## config.mk

```make
export PLATFORM = sky130hd
export DESIGN_NAME = io_pwr_seq
export DESIGN_NICKNAME = d
export VERILOG_FILES = /design/src/rtl/io_pwr_seq_pkg.sv /design/src/rtl/io_pwr_seq_sync.sv /design/src/rtl/io_pwr_seq.sv
export SDC_FILE = /design/constraint.sdc
export NUM_CORES = 1
export LEC_CHECK = 0
export BUFFER_PORTS_ARGS = -buffer_cell sky130_fd_sc_hd__buf_2
export CAP_MARGIN = 15
export CORE_MARGIN = 4
export CORE_UTILIZATION = 53
export DETAILED_ROUTE_END_ITERATION = 8
export HOLD_SLACK_MARGIN = 0.08
export PLACE_DENSITY = 0.75
export RECOVER_POWER = 100
export SLEW_MARGIN = 40
export SYNTH_ARGS = -nofsm -noshare
export SYNTH_HDL_FRONTEND = slang
export SYNTH_SLANG_ARGS = --single-unit
```

## constraint.sdc

```tcl
create_clock -name CLK -period 4.85 [get_ports CLK]
set_input_delay 0 -clock CLK [delete_from_list [all_inputs] [get_ports CLK]]
set_output_delay 0 -clock CLK [all_outputs]
set_load 0.01 [all_outputs]
```

## src/rtl/io_pwr_seq_pkg.sv

```systemverilog
// io_pwr_seq_pkg: shared state encoding and default timing constants for the
// pad-ring power sequencer.
package io_pwr_seq_pkg;

  localparam int DEBOUNCE_CYCLES_DEF = 256;
  localparam int STEP_CYCLES_DEF     = 16;
  localparam int N_BANKS_DEF         = 4;

  typedef enum logic [2:0] {
    OFF,
    DEB,
    IE_ON,
    OE_ON,
    RUN,
    SHDN
  } state_t;

  function automatic int max_int(input int a, input int b);
    return (a > b) ? a : b;
  endfunction

endpackage

```

## src/rtl/io_pwr_seq_sync.sv

```systemverilog
// io_pwr_seq_sync: parameterized-width 2-flop synchronizer with synchronous
// active-high reset.
module io_pwr_seq_sync #(
  parameter int WIDTH = 1
) (
  input  logic             clk,
  input  logic             rst,
  input  logic [WIDTH-1:0] din,
  output logic [WIDTH-1:0] dout
);

  logic [WIDTH-1:0] meta;

  // two-stage capture of asynchronous supply-good levels
  always_ff @(posedge clk) begin
    if (rst) begin
      meta <= '0;
      dout <= '0;
    end else begin
      meta <= din;
      dout <= meta;
    end
  end

endmodule

```

## src/rtl/io_pwr_seq.sv

```systemverilog
// io_pwr_seq: core-side pad-ring power sequencer. Debounces the supply-good
// indications, brings IE then per-bank OE_EN up in order, releases core reset,
// and tears down in reverse on supply loss. All outputs are registered Moore
// outputs computed from the next state.
// Optional build macro: IO_PWR_SEQ_ASIG_ISO_EN adds the ASIG_ISO output.
//
//   state | meaning
//   OFF   | pads off, core in reset, waiting for all supplies good
//   DEB   | supplies good, debounce counter running
//   IE_ON | input enables on, one step
//   OE_ON | output enables added one bank per step
//   RUN   | pads live, core reset released
//   SHDN  | drivers off, IE held for one step before OFF
module io_pwr_seq
  import io_pwr_seq_pkg::*;
#(
  parameter int DEBOUNCE_CYCLES = DEBOUNCE_CYCLES_DEF,
  parameter int STEP_CYCLES     = STEP_CYCLES_DEF,
  parameter int N_BANKS         = N_BANKS_DEF
) (
  input  logic               CLK,
  input  logic               RST,
  input  logic [N_BANKS-1:0] DVDD_OK,
  input  logic               VDD_OK,
  input  logic               FAULT_CLR,
  output logic [N_BANKS-1:0] IE,
  output logic [N_BANKS-1:0] OE_EN,
  output logic               CORE_RST,
  output logic               SEQ_DONE,
  output logic               FAULT
`ifdef IO_PWR_SEQ_ASIG_ISO_EN
  ,
  output logic               ASIG_ISO
`endif
);

  localparam int CW = $clog2(max_int(DEBOUNCE_CYCLES, STEP_CYCLES));
  localparam int BW = (N_BANKS > 1) ? $clog2(N_BANKS) : 1;

  logic [N_BANKS:0]   ok_sync;
  logic               all_ok;
  state_t             state, state_nxt;
  logic [CW-1:0]      cnt, cnt_nxt;
  logic [BW-1:0]      bank, bank_nxt;
  logic               step_done, deb_done;
  logic [N_BANKS-1:0] ie_nxt, oe_nxt;
  logic               core_rst_nxt, seq_done_nxt, fault_nxt;

  io_pwr_seq_sync #(.WIDTH(N_BANKS + 1)) u_sync (
    .clk  (CLK),
    .rst  (RST),
    .din  ({VDD_OK, DVDD_OK}),
    .dout (ok_sync)
  );

  assign all_ok    = &ok_sync;
  assign step_done = (cnt == CW'(STEP_CYCLES - 1));
  assign deb_done  = (cnt == CW'(DEBOUNCE_CYCLES - 1));

  // next state, step counter, bank index and registered-output values
  always_comb begin
    state_nxt = state;
    cnt_nxt   = cnt + CW'(1);
    bank_nxt  = bank;
    unique case (state)
      OFF: begin
        cnt_nxt = '0;
        if (all_ok) state_nxt = DEB;
      end
      DEB: begin
        if (!all_ok)       state_nxt = OFF;
        else if (deb_done) state_nxt = IE_ON;
      end
      IE_ON: begin
        if (!all_ok) begin
          state_nxt = SHDN;
        end else if (step_done) begin
          state_nxt = OE_ON;
          bank_nxt  = '0;
        end
      end
      OE_ON: begin
        if (!all_ok) begin
          state_nxt = SHDN;
        end else if (step_done) begin
          if (bank == BW'(N_BANKS - 1)) begin
            state_nxt = RUN;
          end else begin
            bank_nxt = bank + BW'(1);
            cnt_nxt  = '0;
          end
        end
      end
      RUN: begin
        cnt_nxt = '0;
        if (!all_ok) state_nxt = SHDN;
      end
      SHDN: begin
        if (step_done) state_nxt = OFF;
      end
      default: begin
        state_nxt = OFF;
        cnt_nxt   = '0;
      end
    endcase
    if (state_nxt != state) cnt_nxt = '0;

    ie_nxt = '0;
    oe_nxt = '0;
    if (state_nxt inside {IE_ON, OE_ON, RUN, SHDN}) ie_nxt = '1;
    if (state_nxt == RUN) oe_nxt = '1;
    if (state_nxt == OE_ON) begin
      for (int i = 0; i < N_BANKS; i++) oe_nxt[i] = (i <= int'(bank_nxt));
    end
    core_rst_nxt = (state_nxt != RUN);
    seq_done_nxt = (state_nxt == RUN);

    // a loss in RUN outranks a coincident clear
    fault_nxt = FAULT;
    if (FAULT_CLR) fault_nxt = 1'b0;
    if (state == RUN && state_nxt == SHDN) fault_nxt = 1'b1;
  end

  // state, counters and registered outputs
  always_ff @(posedge CLK) begin
    if (RST) begin
      state    <= OFF;
      cnt      <= '0;
      bank     <= '0;
      IE       <= '0;
      OE_EN    <= '0;
      CORE_RST <= 1'b1;
      SEQ_DONE <= 1'b0;
      FAULT    <= 1'b0;
    end else begin
      state    <= state_nxt;
      cnt      <= cnt_nxt;
      bank     <= bank_nxt;
      IE       <= ie_nxt;
      OE_EN    <= oe_nxt;
      CORE_RST <= core_rst_nxt;
      SEQ_DONE <= seq_done_nxt;
      FAULT    <= fault_nxt;
    end
  end

`ifdef IO_PWR_SEQ_ASIG_ISO_EN
  // analog isolation released only while the pads are live
  always_ff @(posedge CLK) begin
    if (RST) ASIG_ISO <= 1'b1;
    else     ASIG_ISO <= (state_nxt != RUN);
  end
`endif

endmodule

```

==> metrics, run 1 <==
status=finished, final reports clean; sw frac=19.9%; initial antenna violation count=0; ant diodes=0; Detailed Route WL=2760 um; fraction of layout cells with a size suffix above 1=9.89%; element type at the critical path end=register; vias per inst=5.61; Max Slew Vio Count=0; number of max-cap violations=0; H-Tree Depth=2; Netlist cell types=42; RSZ-0062 raised after global routing=no; Detailed Place HPWL=1990 um; Sink Count=31; worst slew pin tran=0.741 ns; syn_nets=160; Setup crit start kind=register; Worst-path clk slew=0.09 ns; Mapped Area=1360 sq um; first-pass GRT wire length=4990 um; clk_lat worst skew=0.32 ns; TritonCTS clock tree=done; top_reg_cell synth=dfxtp_1; Final Hold Viols=0; slew margin rel.=50.6%; Core Rows=18; number of global-route vias before repair=1179; Post-synth EDFFs=0; r2r worst-path depth=5; Crit path top cell by count=or4_1; I/O pin count=19; DP Area=1440 sq um; synthesis-to-layout area growth=19.2%; synth top area cells=dfxtp_1, nor2b_1, nor2_1; GR Overflow Total=0; # port buffers=18; Die X=58.6 um; crit-path leading delay family=simple AND/OR/NAND/NOR gates; Placer Congestion=0.855; synthesized area per cell=9.00 sq um; routed length per instance=13.0 um; WS Path Type=reg -> reg; number of stages on the worst setup path=5; Starting Density=55.4%; worst-case clock buffer depth=2; share of the yosys chip area belonging to registers=45.7%; CTS Root Cell=clkbuf_4; power share of the clock group=37.7%; Vias=1189; Yosys reg bits=31; Logic pwr share=3.4%; Remaining DRCs=0; ANT nets after route=0; overall fraction of global-route tracks in use=18.7%; fin nets=190; CP arrival=2.73 ns; top-count cell post-synth=dfxtp_1; critical path's slowest cell=or4_1; design area=1620 sq um; Async SR Flop Fraction=0%; P_leak=0.599 nW; max incr delay on CP=0.64 ns; Bufs and invs on worst path=0; Die Ht=58.6 um; hold crit path type=reg -> reg; crit path cell chain=or4_1 -> or4_1 -> o21a_1 -> or3_1 -> o31ai_4; starting DRC count in detailed routing=44; pwr dens=273 nW/um^2; largest net degree at the start of global routing=19; Pre-antenna DRT Iters=4; synth warn=0; Post-CTS Setup Bufs=0; post-synthesis cell count=151; post-synth top area share=45.7%; post-synth top area cell=dfxtp_1; setup TNS=0 ns; synth cell count leaders=dfxtp_1, nor2_1, nor2b_1, inv_1, nand2_1; core area=2450 sq um; Final Critical Period=2.49 ns; Clock Skew=0.00585 ns; crit path max fanout=7; Pint=0.354 mW; hold path depth=1; die area=3440 sq um; fmax=402 MHz; Worst EP required=5.09 ns; Tcrit/Tclk final=51.3%; sequential share of power=58.9%; Num CTS Buffers=5; switching power total=0.0879 mW; final setup vio count=0; Worst VDD drop=0.000201 V
## worst paths after layout
check            startpoint  slack [ns]              to
max                  cnt[4]        2.36        OE_EN[2]
min          u_sync.meta[2]        0.45  u_sync.dout[2]
max reg2reg          cnt[4]        2.36        OE_EN[2]
min reg2reg  u_sync.meta[2]        0.45  u_sync.dout[2]
## area by class of cell
class | instances | area (sq um)
fillers | 218 | 836
multi-input cells | 104 | 657
flip-flops and latches | 31 | 621
repair buffers | 31 | 205
clock buffers | 8 | 68.8
well taps | 30 | 37.5
inverters | 8 | 30.0
## metal layers
metal	up-vias	global-route usage [%]	wire length, um
li1	598	-	-
met1	542	21.8	1230
met2	45	32.5	1300
met3	4	4.82	218
met4	0	7.44	19
met5	-	0	0
## placed cells by master (no fill, tap or decap), types with 5 or more instances in the layout
master and count:
dfxtp_1 31, nand3_1 5, xnor2_1 5, clkbuf_4 5, nor2_1 13, o21ai_0 5, inv_1 8, nand2_1 8
clkbuf_1 13, nor3_1 6, dlygate4sd3_1 13, nor2b_1 13, a21oi_1 6, buf_2 6
## logic make-up after synthesis
logic type	Yosys count	synth area share, %
simple gates	66	27.0
flops	31	45.7
compound gates	29	15.6
buf+inv	16	5.34
xor+xnor	6	3.87
mux	2	1.66
fa+ha+maj	1	0.921
## per-stage QoR
step | power, mW | hold WS (ns) | worst slack (ns) | util, % | std cells
6_report | 0.442 | 0.447 | 2.36 | 66.0 | 212
5_1_grt | 0.459 | 0.467 | 2.25 | 66.0 | 212
4_1_cts | 0.447 | 0.451 | 2.47 | 66.9 | 212
3_5_place_dp | 0.274 | 0.213 | 2.49 | 58.8 | 191
3_3_place_gp | 0.273 | 0.207 | 2.52 | 58.8 | 191
2_1_floorplan | 0.269 | 0.0716 | 2.58 | - | 151
## state kept, by name (all words and copies together), names as in the netlist
name and flops:
CORE_RST 1, u_sync.dout 5, u_sync.meta 5, IE 1, OE_EN 4, FAULT 1
SEQ_DONE 1, state 3, bank 2, cnt 8
## power groups by stage
stage                     logic [mW]  clock network (mW)  registers [mW]
final                         0.0148               0.167           0.260
after global routing          0.0169               0.181           0.261
after CTS                     0.0150               0.172           0.260
after detailed placement     0.00770                   0           0.266
after global placement       0.00726                   0           0.266
after floorplan              0.00380                   0           0.265
## timing repair
item | CTS | global route
resized for setup | 0 | 0
hold buffers | 13 | 0
endpoints found under the hold margin | 12 | 0
(Power assumes the default switching activity.)
==> inputs of run 2 (changes only) <==
--- a/config.mk
+++ b/config.mk
@@ -5,13 +5,14 @@
 export SDC_FILE = /design/constraint.sdc
 export NUM_CORES = 1
 export LEC_CHECK = 0
+export ABC_AREA = 1
 export BUFFER_PORTS_ARGS = -buffer_cell sky130_fd_sc_hd__buf_2
 export CAP_MARGIN = 15
 export CORE_MARGIN = 4
 export CORE_UTILIZATION = 53
 export DETAILED_ROUTE_END_ITERATION = 8
 export HOLD_SLACK_MARGIN = 0.08
-export PLACE_DENSITY = 0.75
+export PLACE_DENSITY = 0.74
 export RECOVER_POWER = 100
 export SLEW_MARGIN = 40
 export SYNTH_ARGS = -nofsm -noshare
==> constraint.sdc (replaced) <==
create_clock -name CLK -period 2.5 [get_ports CLK]
set_input_delay 0 -clock CLK [delete_from_list [all_inputs] [get_ports CLK]]
set_output_delay 0 -clock CLK [all_outputs]
set_load 0.01 [all_outputs]
==> run 2 against run 1 <==
Compared with the run above:
- non-clock buffer count decreased by 1
- power is 99% higher
- first-iteration DRC count rose by 32%
- sequential power rose by 93%
- critical endpoint unchanged
- cell area grew 7.5%
==> metrics, run 2 <==
reg-to-reg setup timing slack=0.50 ns; main combinational cell family by area after synthesis=simple AND/OR/NAND/NOR gates; Post-CTS Setup Bufs=0; final setup vio count=0; core area=2760 sq um; post-synth top area cell=dfxtp_1; Worst-path clk slew=0.10 ns; synth warn=0; top_reg_cell synth=dfxtp_1; initial antenna violation count=0; Tcrit/Tclk final=80.1%; ant diodes=0; CP arrival=2.19 ns; Detailed Route WL=3060 um; max incr delay on CP=0.35 ns; Pre-antenna DRT Iters=4; hold crit path type=reg -> reg; setup TNS=0 ns; number of global-route vias before repair=1225; DP Area=1630 sq um; design area=1740 sq um; adder-cell share of the synthesized area=0.811%; Core Rows=19; largest net degree at the start of global routing=18; post-synthesis xor/xnor area fraction=1.70%; top-count cell post-synth=dfxtp_1; syn_nets=204; Hold WS=0.411 ns; Worst VDD drop=0.000575 V; Starting Density=55.9%; routed length per instance=11.9 um; fmax=499 MHz; share of the yosys chip area belonging to registers=40.2%; Yosys reg bits=31; Final Critical Period=2.00 ns; Max Slew Vio Count=0; CTS Root Cell=clkbuf_4; Worst EP required=2.69 ns; crit path cell chain=ha_1 -> nand3_1 -> nor2_1 -> nand2_1 -> o21ai_0 -> nand3b_1 -> o21ai_0; fin nets=235; worst slew pin tran=0.691 ns; starting DRC count in detailed routing=58; max FFs per register=8; worst r2r src=cnt[0]; pwr dens=505 nW/um^2; synth top area cells=dfxtp_1, nand2_1, inv_1; post-synth top area share=40.2%; Most flops, register=cnt; overall fraction of global-route tracks in use=17.8%; Sink Count=31; vias per inst=5.14; synthesis-to-layout area growth=12.8%; Remaining DRCs=0; critical path's slowest cell=dfxtp_1; fraction of layout cells with a size suffix above 1=18.9%; WS Path Type=reg -> reg; crit path max fanout=5; Setup crit start=cnt[0]; synth cell count leaders=dfxtp_1, nand2_1, inv_1, nor2_1, nand4_1; slew margin rel.=54.0%; H-Tree Depth=2; P_leak=0.803 nW; most common cell after layout, fill and taps aside=nand2_1; Vias=1325; Placer Congestion=0.887; Post-synth EDFFs=0; fin util=63.1%; I/O pin count=19; first-pass GRT wire length=5010 um; worst-case clock buffer depth=2; Clock Skew=0.0115 ns; Async SR Flop Fraction=0%; status=finished, final reports clean; Die Ht=62.0 um; RSZ-0062 raised after global routing=no; Final Hold Viols=0; die area=3840 sq um; element type at the critical path end=register; synthesized area per cell=7.91 sq um; Die X=62.0 um; Mapped Area=1540 sq um; r2r endpoint=OE_EN[2]; Num CTS Buffers=5; hold-fix buffers at CTS=12; Top Registers=cnt x8, u_sync.dout x5, u_sync.meta x5; TritonCTS clock tree=done; Netlist cell types=31; crit path capture=OE_EN[2]; Setup crit start kind=register; Detailed Place HPWL=2230 um; post_cts resized=0; Placed Cells=238; post-synthesis cell count=195; Crit path top cell by count=o21ai_0; ANT nets after route=0; # port buffers=18; post-synthesis mux area share=0%; r2r worst-path depth=7; most frequent cells in the layout=nand2_1, dfxtp_1, inv_1; non-filler cells, final=258; clk_lat worst skew=0.33 ns; GR Overflow Total=0; simple-gate portion of the synthesized area=41.0%; number of max-cap violations=0; post-synthesis compound-gate area fraction=5.19%
-- run 2: routing by layer --
| metal | vias to the layer above | part of all wire (%) | track usage [%] |
|---|---|---|---|
| met1 | 615 | 43 | 20.6 |
| met2 | 29 | 51 | 30.9 |
| li1 | 675 | - | - |
| met4 | 0 | 1.6 | 6.67 |
| met3 | 6 | 4.7 | 4.96 |
| met5 | - | 0 | 0 |
-- run 2: logic make-up (layout without fill, tap and decap cells) --
group / count (synthesis) / in the layout
DFF: 31 / 31
AOI/OAI and AO/OA: 14 / 14
xor gates and xnor gates: 3 / 3
buffers and inverters: 39 / 71
adders and majority gates: 1 / 1
and+or+nand+nor: 107 / 107
-- run 2: how the worst min path moves through the flow --
| stage | end | slack, ns | cells past startpoint | start |
|---|---|---|---|---|
| 2_1_floorplan | u_sync.meta[0] | 0.11 | 2 | DVDD_OK[0] |
| 3_3_place_gp | u_sync.meta[1] | 0.20 | 3 | DVDD_OK[1] |
| 3_5_place_dp | u_sync.meta[4] | 0.21 | 3 | VDD_OK |
| 4_1_cts | u_sync.dout[4] | 0.41 | 2 | u_sync.meta[4] |
| 5_1_grt | u_sync.dout[3] | 0.43 | 2 | u_sync.meta[3] |
| 6_report | u_sync.dout[4] | 0.41 | 2 | u_sync.meta[4] |
-- run 2: metrics by stage --
| stage | worst slack [ns] | total power, mW |
|---|---|---|
| after global routing | 0.337 | 0.913 |
| after detailed placement | 0.744 | 0.537 |
| after CTS | 0.723 | 0.879 |
| after floorplan | 1.00 | 0.529 |
| after global placement | 0.828 | 0.535 |
| final | 0.497 | 0.879 |
-- run 2: area by class of cell --
| class | count | area (sq um) |
|---|---|---|
| clock buffers | 7 | 65.1 |
| inverters | 33 | 129 |
| multi-input cells | 125 | 684 |
| repair buffers | 30 | 195 |
| well taps | 31 | 38.8 |
| fillers | 254 | 1020 |
| flip-flops and latches | 31 | 621 |
| clock inverters | 1 | 7.51 |
-- run 2: worst max-delay path: cells and delay by family (launching register included) --
kind / cells / cell delay, ns
and+or+nand+nor: 4 / 0.90
AOI/OAI and AO/OA: 2 / 0.42
DFF: 1 / 0.35
adders and majority gates: 1 / 0.19
-- run 2: where the power goes --
part           switching [mW]  leakage [nW]  internal, mW
logic                  0.0159         0.513        0.0200
registers             0.00228         0.252         0.501
clock network           0.175        0.0375         0.164
==> inputs of run 3 (changes only) <==
--- a/config.mk
+++ b/config.mk
@@ -9,7 +9,7 @@
 export BUFFER_PORTS_ARGS = -buffer_cell sky130_fd_sc_hd__buf_2
 export CAP_MARGIN = 15
 export CORE_MARGIN = 4
-export CORE_UTILIZATION = 53
+export CORE_UTILIZATION = 51
 export DETAILED_ROUTE_END_ITERATION = 8
 export HOLD_SLACK_MARGIN = 0.08
 export PLACE_DENSITY = 0.74
==> constraint.sdc (replaced) <==
create_clock -name CLK -period 1.7 [get_ports CLK]
set_input_delay 0 -clock CLK [delete_from_list [all_inputs] [get_ports CLK]]
set_output_delay 0 -clock CLK [all_outputs]
set_load 0.01 [all_outputs]
==> run 3 against run 2 <==
Compared with the run above:
- fmax increased by 20%
- critical path type unchanged
- register-to-register slack got worse by 0.46 ns
- non-clock buffer count increased by 5
- first-iteration DRC count increased by 33%
- global-route usage decreased by 0.083 points
==> metrics, run 3 (synthesized netlist as in run 2, its figures left out) <==
status=finished, final reports clean; Pre-antenna DRT Iters=4; Die X=63 um; element type at the critical path end=register; H-Tree Depth=2; # port buffers=18; Core Rows=19; Worst VDD drop=0.000690 V; ant diodes=0; WS Path Type=reg -> reg; initial antenna violation count=0; Hold WS=0.415 ns; RSZ-0062 raised after global routing=yes; starting DRC count in detailed routing=77; crit path max fanout=8; hold crit path type=reg -> reg; Detailed Route WL=3470 um; Starting Density=54.5%; routed length per instance=13.2 um; fin nets=240; core area=2830 sq um; Most flops, register=cnt; number of max-cap violations=0; clk_lat worst skew=0.33 ns; Num CTS Buffers=5; design area=1930 sq um; most common cell after layout, fill and taps aside=nand2_1; I/O pin count=19; number of global-route vias before repair=1317; P_leak=0.880 nW; Tcrit/Tclk final=97.8%; GR Overflow Total=0; Sink Count=31; fmax=601 MHz; first-pass GRT wire length=5580 um; die area=3970 sq um; fraction of layout cells with a size suffix above 1=31.9%; Placer Congestion=0.899; Setup crit start kind=register; met3 Use GR=4.32%; CTS Root Cell=clkbuf_4; Worst EP required=1.92 ns; met2 usage=31.1%; CP arrival=1.89 ns; synthesis-to-layout area growth=25.1%; max FFs per register=8; Clock Skew=0.0119 ns; Top Registers=cnt x8, u_sync.dout x5, u_sync.meta x5; worst slew pin tran=0.291 ns; grt peak-use layer=met2; largest net degree at the start of global routing=18; slew margin rel.=80.4%; DP Area=1640 sq um; Worst-path clk slew=0.10 ns; final setup vio count=0; TritonCTS clock tree=done; M1 GR Usage=19.5%; Final Critical Period=1.66 ns; Vias=1357; Die Ht=63 um; Max Slew Vio Count=0; Detailed Place HPWL=2290 um; vias per inst=5.16; total power=1.40 mW; Final Hold Viols=0; pwr dens=723 nW/um^2; worst-case clock buffer depth=2; overall fraction of global-route tracks in use=17.7%; most frequent cells in the layout=nand2_1, inv_1, dfxtp_1; ANT nets after route=0; Remaining DRCs=0
-- run 3: changes by cell type in the layout (fill, tap and decap cells not counted), sizes merged --
cell      before  now
clkbuf        19   17
buf            6   12
clkinvlp       1    0
clkinv         1    2
bufinv         0    1
-- run 3: power breakdown --
group          internal [mW]  switching, mW
registers              0.737        0.00351
logic                 0.0298         0.0250
clock network          0.347          0.253
total                   1.11          0.282
-- run 3: per-stage QoR --
| stage | setup TNS (ns) | cells | setup slack [ns] | utilization [%] |
|---|---|---|---|---|
| finish | 0 | 263 | 0.0369 | 68.2 |
| global route | -0.692 | 263 | -0.0916 | 68.2 |
| CTS | 0 | 259 | 0.00989 | 65.4 |
| detailed placement | -0.225 | 239 | -0.0609 | 57.9 |
| global placement | 0 | 239 | 0.0109 | 57.9 |
| floorplan | 0 | 195 | 0.202 | - |
-- run 3: worst paths after layout --
kind	startpoint	to	slack, ns	cells past startpoint
max reg2reg	cnt[1]	cnt[4]	0.04	8
max	cnt[1]	cnt[4]	0.04	8
min	u_sync.meta[3]	u_sync.dout[3]	0.42	2
min reg2reg	u_sync.meta[3]	u_sync.dout[3]	0.42	2
-- run 3: critical path: stages (launching register included) --
cell and delay, ns:
dfxtp_2 0.36, ha_4 0.17, nand3_4 0.12, nor2_4 0.12, nand2_1 0.11, o21ai_1 0.23
nand3_2 0.23, nand3b_1 0.17, nor3_2 0.05
-- run 3: final cells by class --
type | instances | area (sq um)
Fill cell | 233 | 898
Timing Repair Buffer | 35 | 238
Inverter | 33 | 129
Clock inverter | 2 | 35.0
Multi-Input combinational cell | 125 | 810
Sequential cell | 31 | 629
Clock buffer | 6 | 51.3
Tap cell | 31 | 38.8
-- run 3: repair_timing --
action / CTS / global route
hold buffers: 12 / 0
gates resized for setup: 2 / 19
pin swaps: 0 / 12
endpoints found under the hold margin: 15 / 0
setup buffers: 0 / 4
setup endpoints to repair: 9 / 16
-- run 3: per-layer routing --
| layer | part of all wire [%] | routed length, um |
|---|---|---|
| met2 | 53 | 1850 |
| met4 | 2.2 | 76 |
| met3 | 3.9 | 135 |
| met5 | 0 | 0 |
| met1 | 41 | 1400 |
